### config.mk
export PLATFORM = sky130hd
export DESIGN_NAME = game_io_mmio
export DESIGN_NICKNAME = d
export VERILOG_FILES = /design/src/rtl/game_io_mmio.sv
export SDC_FILE = /design/constraint.sdc
export NUM_CORES = 1
export LEC_CHECK = 0
export BUFFER_PORTS_ARGS = -buffer_cell sky130_fd_sc_hd__buf_2
export CORE_MARGIN = 3
export CORE_UTILIZATION = 30
export CTS_BUF_LIST = sky130_fd_sc_hd__clkbuf_4 sky130_fd_sc_hd__clkbuf_8
export DETAILED_ROUTE_END_ITERATION = 12
export GPL_ROUTABILITY_DRIVEN = 0
export REMOVE_ABC_BUFFERS = 1
export SYNTH_ARGS = -nofsm -noshare
export SYNTH_HDL_FRONTEND = slang
export SYNTH_SLANG_ARGS = --single-unit
### constraint.sdc
create_clock -name clock -period 2.7 [get_ports clock]
set_input_delay 0.27 -clock clock [delete_from_list [all_inputs] [get_ports clock]]
set_output_delay 0.27 -clock clock [all_outputs]
set_load 0.01 [all_outputs]
### src/rtl/game_io_mmio.sv
// Memory-mapped I/O window for the game core: debounced buttons,
// sticky press events, frame tick counter and game-state registers.
module game_io_mmio #(
  parameter logic [11:0] IO_BASE = 12'hF00,
  parameter int DEBOUNCE_CYCLES = 50000,
  parameter int CNT_W = 16
) (
  input  logic        clock,
  input  logic        reset,
  input  logic [11:0] io_address,
  input  logic [31:0] io_wdata,
  input  logic        io_wren,
  input  logic        io_rden,
  input  logic [3:0]  btn_in,
  input  logic        frame_tick,
  output logic        io_sel,
  output logic [31:0] io_rdata,
  output logic [7:0]  level_out,
  output logic [3:0]  screen_out,
  output logic        game_over_out
);

  localparam logic [CNT_W-1:0] CNT_MAX =
    CNT_W'(DEBOUNCE_CYCLES - 1);
  localparam logic [CNT_W-1:0] CNT_ONE = CNT_W'(1);

  localparam logic [3:0] OFF_STATE = 4'd0;
  localparam logic [3:0] OFF_EVENT = 4'd1;
  localparam logic [3:0] OFF_LEVEL = 4'd2;
  localparam logic [3:0] OFF_SCRN  = 4'd3;
  localparam logic [3:0] OFF_OVER  = 4'd4;
  localparam logic [3:0] OFF_TICK  = 4'd5;

  logic [3:0]       off;
  logic             wr_en;
  logic             evt_clr;
  logic             hit_state;
  logic             hit_event;
  logic             hit_level;
  logic             hit_scrn;
  logic             hit_over;
  logic             hit_tick;

  logic [3:0]       s1;
  logic [3:0]       s2;
  logic [3:0]       deb;
  logic [CNT_W-1:0] cnt [4];
  logic [3:0]       accept;
  logic [3:0]       rise;
  logic [3:0]       evt;

  logic [7:0]       level_q;
  logic [3:0]       screen_q;
  logic             over_q;
  logic [31:0]      tick_q;

  logic             unused_wdata;

  assign unused_wdata = ^io_wdata[31:8];

  assign off    = io_address[3:0];
  assign io_sel = io_address[11:4] == IO_BASE[11:4];
  assign wr_en  = io_wren & io_sel;

  assign hit_state = off == OFF_STATE;
  assign hit_event = off == OFF_EVENT;
  assign hit_level = off == OFF_LEVEL;
  assign hit_scrn  = off == OFF_SCRN;
  assign hit_over  = off == OFF_OVER;
  assign hit_tick  = off == OFF_TICK;

  assign evt_clr = io_rden & io_sel & hit_event;

  // A bit is accepted once it has differed from deb for the full window.
  always_comb begin
    accept = '0;
    for (int i = 0; i < 4; i++) begin
      accept[i] = (s2[i] != deb[i]) && (cnt[i] == CNT_MAX);
    end
  end

  assign rise = accept & s2;

  always_ff @(posedge clock) begin
    if (!reset) begin
      s1 <= '0;
      s2 <= '0;
    end else begin
      s1 <= btn_in;
      s2 <= s1;
    end
  end

  always_ff @(posedge clock) begin
    if (!reset) begin
      deb <= '0;
      for (int i = 0; i < 4; i++) begin
        cnt[i] <= '0;
      end
    end else begin
      for (int i = 0; i < 4; i++) begin
        if (s2[i] == deb[i]) begin
          cnt[i] <= '0;
        end else if (accept[i]) begin
          deb[i] <= s2[i];
          cnt[i] <= '0;
        end else begin
          cnt[i] <= cnt[i] + CNT_ONE;
        end
      end
    end
  end

  // A press landing on the clearing read survives it.
  always_ff @(posedge clock) begin
    if (!reset) begin
      evt <= '0;
    end else begin
      evt <= (evt_clr ? 4'b0 : evt) | rise;
    end
  end

  always_ff @(posedge clock) begin
    if (!reset) begin
      level_q  <= '0;
      screen_q <= '0;
      over_q   <= 1'b0;
    end else if (wr_en) begin
      if (hit_level) begin
        level_q <= io_wdata[7:0];
      end
      if (hit_scrn) begin
        screen_q <= io_wdata[3:0];
      end
      if (hit_over) begin
        over_q <= io_wdata[0];
      end
    end
  end

  always_ff @(posedge clock) begin
    if (!reset) begin
      tick_q <= '0;
    end else if (wr_en && hit_tick) begin
      tick_q <= '0;
    end else if (frame_tick) begin
      tick_q <= tick_q + 32'd1;
    end
  end

  always_comb begin
    io_rdata = '0;
    if (io_sel) begin
      unique case (1'b1)
        hit_state: io_rdata = {28'b0, deb};
        hit_event: io_rdata = {28'b0, evt};
        hit_level: io_rdata = {24'b0, level_q};
        hit_scrn:  io_rdata = {28'b0, screen_q};
        hit_over:  io_rdata = {31'b0, over_q};
        hit_tick:  io_rdata = tick_q;
        default:   io_rdata = '0;
      endcase
    end
  end

  assign level_out     = level_q;
  assign screen_out    = screen_q;
  assign game_over_out = over_q;

endmodule

==> reports/qor.txt <==
Status -> completed
Core area -> 0.02109 mm²
Initial Util -> 0.3072
Routed WL per cell -> 13.03 µm
DIE AREA -> 0.02340 mm²
Ys flop type -> edfxtp_1
Setup WS pre-CTS -> 532.1 ps
CP Cell Sequence -> ha_1 -> and3_1 -> nand3_1 -> or4_1 -> a21oi_1
Antenna viol nets, final -> 0
Tmin final -> 2205 ps
CP Launch Type -> flip-flop
IO buf count -> 74
Cell Pwr Density -> 497.9 mW/mm²
Peak supply drop -> 0.2860 mV
Number of global-route vias before repair -> 4942
Num rows -> 53
Largest net degree at the start of global routing -> 31
CTS clk-pin slew, worst paths -> 70 ps
Leak -> 0.003002 µW
Register area share after synthesis -> 0.4851
Buffers and inverters on the worst path -> 0
Worst hold path class -> in2reg
Unrepaired setup endpoints after global routing -> false
Depth of the CTS H-tree -> 4
Post-Route Setup TNS -> 0 ps
Final Util -> 0.3715
Least-Margin Pin Slew -> 792.7 ps
Crit path max-delay family -> simple AND/OR/NAND/NOR gates
GRT Total Usage -> 0.1255
Max stage delay on crit path -> 610 ps
Slew headroom -> 0.4701
Via Count -> 5261
Post-CTS setup buffer count -> 0
Finish-stage setup viols -> 0
Clock tree buffer depth -> 2
FMAX -> 453.4 MHz
# Max-Cap Violations -> 0
Final worst setup slack -> 494.5 ps
Critical path class -> reg2reg
Hpwl dp -> 10.45 mm
Worst Path Required -> 3080 ps
Synth Instances -> 672
Power Total -> 3901 µW
CTS resizes -> 0
Crit path max fanout -> 12
Drt pass-1 iters -> 4
Mapped cell area -> 0.006479 mm²
Io pins -> 99
Yosys Warn Count -> 0
TritonCTS clock tree -> built
Syn_area_per_cell -> 9.641 µm²
# hold bufs at CTS -> 3
Netlist cell types -> 50
TritonCTS Buffers -> 17
Die width -> 153.0 µm
FF+latch count, synth -> 125
Final wirelength -> 14.37 mm
Chip Height -> 153.0 µm
Placed cells -> 1068
Post-Route Skew -> 12.83 ps
Initial drt markers -> 318
Period utilization -> 0.8168
Overflow after GRT -> 0
Final Hold Viols -> 0
CTS sink cnt -> 125
Slew Viols, Final -> 0
Area Overhead vs Synth -> 20.93%
Initial antenna violation count -> 3
Worst skew pair latency -> 440 ps
Flop2flop setup slack -> 490 ps
Arrival time of the worst setup path -> 2580 ps
Async set-or-reset flop fraction in the synthesized netlist -> 0
First-pass GRT wire length -> 24.25 mm
Drt via density -> 4.770
Number of flops mapped to enable cells by yosys -> 64
Cell Count, Final, Fillers Out -> 1103
Crit-path slowest cell -> or4_1
Ant. Diodes -> 0
CTS root buffer -> clkbuf_8
# DRC -> 0
Final net count -> 873
Layout cells sized above 1 -> 0.1558
Setup crit end kind -> flip-flop
registers in the layout (all words and copies together) (netlist names):
| signal | flops |
|---|---|
| deb | 4 |
| tick_q | 32 |
| level_out | 8 |
| evt | 4 |
| screen_out | 4 |
| cnt | 64 |
| s2 | 4 |
| game_over_out | 1 |
| s1 | 4 |
synthesized netlist by cell type (19+ instances only):
cell type / n / area (µm²)
edfxtp_1: 64 / 1922
xor2_1: 28 / 245.2
dfxtp_1: 61 / 1221
a21oi_1: 30 / 150.1
and2_1: 35 / 219.0
nand3_1: 33 / 165.2
xnor2_1: 38 / 332.8
clkbuf_1: 19 / 71.32
nand2_1: 36 / 135.1
nor2_1: 101 / 379.1
inv_1: 19 / 71.32
nand4_1: 24 / 150.1
kinds of logic after synthesis:
family,synth area share
other,0.0005788
adders and majority gates,0.009656
AOI/OAI and AO/OA,0.07223
DFF,0.4851
and+or+nand+nor,0.2820
muxes,0.03302
xor gates and xnor gates,0.08922
buffers and inverters,0.02820
power by group:
group          total (µW)  switching [µW]  internal [µW]
clock                1630             746            883
combinational         175            99.1           75.4
sequential           2100            54.3           2040
worst register-to-register path, delay by kind of cell, from the launching register on:
kind                       cells  cell delay, ps
AOI/OAI and AO/OA              1             160
adders and majority gates      1             230
DFF                            1             430
and+or+nand+nor                3            1330
metrics by stage:
| step | hold WS [ps] | instance area [µm²] |
|---|---|---|
| floorplan | 391.7 | 6604 |
| global placement | 415.3 | 7413 |
| detailed placement | 420.3 | 7413 |
| CTS | 23.41 | 7835 |
| global route | 32.56 | 7835 |
| finish | 63.41 | 7835 |
layout by cell type (no fill, tap or decap), types with 10 or more instances in the layout:
master / count
nor3_1: 11
o21ai_0: 10
nor2_1: 101
a21oi_1: 30
o31ai_1: 13
nor4_1: 17
inv_1: 19
buf_4: 10
dfxtp_1: 61
mux2i_1: 18
xnor2_1: 38
nand4_1: 24
edfxtp_1: 64
nand3_1: 33
or4_1: 17
and3_1: 12
clkbuf_8: 19
xor2_1: 28
and2_1: 35
or3_1: 13
buf_2: 74
nand2_1: 36
conb_1: 64
area by class of cell:
class	count	area (µm²)
Clock buffer	21	276.5
Sequential cell	125	3143
Timing Repair Buffer	88	495.5
Inverter	19	71.32
Tap cell	275	344.1
Clock inverter	11	115.1
Fill cell	2184	13250
Multi-Input combinational cell	564	3390
routing by layer:
metal | vias up | track usage | part of all wire
li1 | 2677 | - | -
met1 | 2466 | 0.1613 | 0.46
met2 | 92 | 0.1981 | 0.46
met3 | 20 | 0.04530 | 0.059
met4 | 6 | 0.03988 | 0.015
met5 | - | 0 | 0.0025
final timing paths:
check                    from            to  depth (start not counted)
setup reg to reg    tick_q[0]    tick_q[24]                          5
hold reg to reg         s1[2]         s2[2]                          1
hold / removal    io_wdata[7]  level_out[7]                          3
setup / recovery    tick_q[0]    tick_q[24]                          5
(Power assumes the default switching activity.)
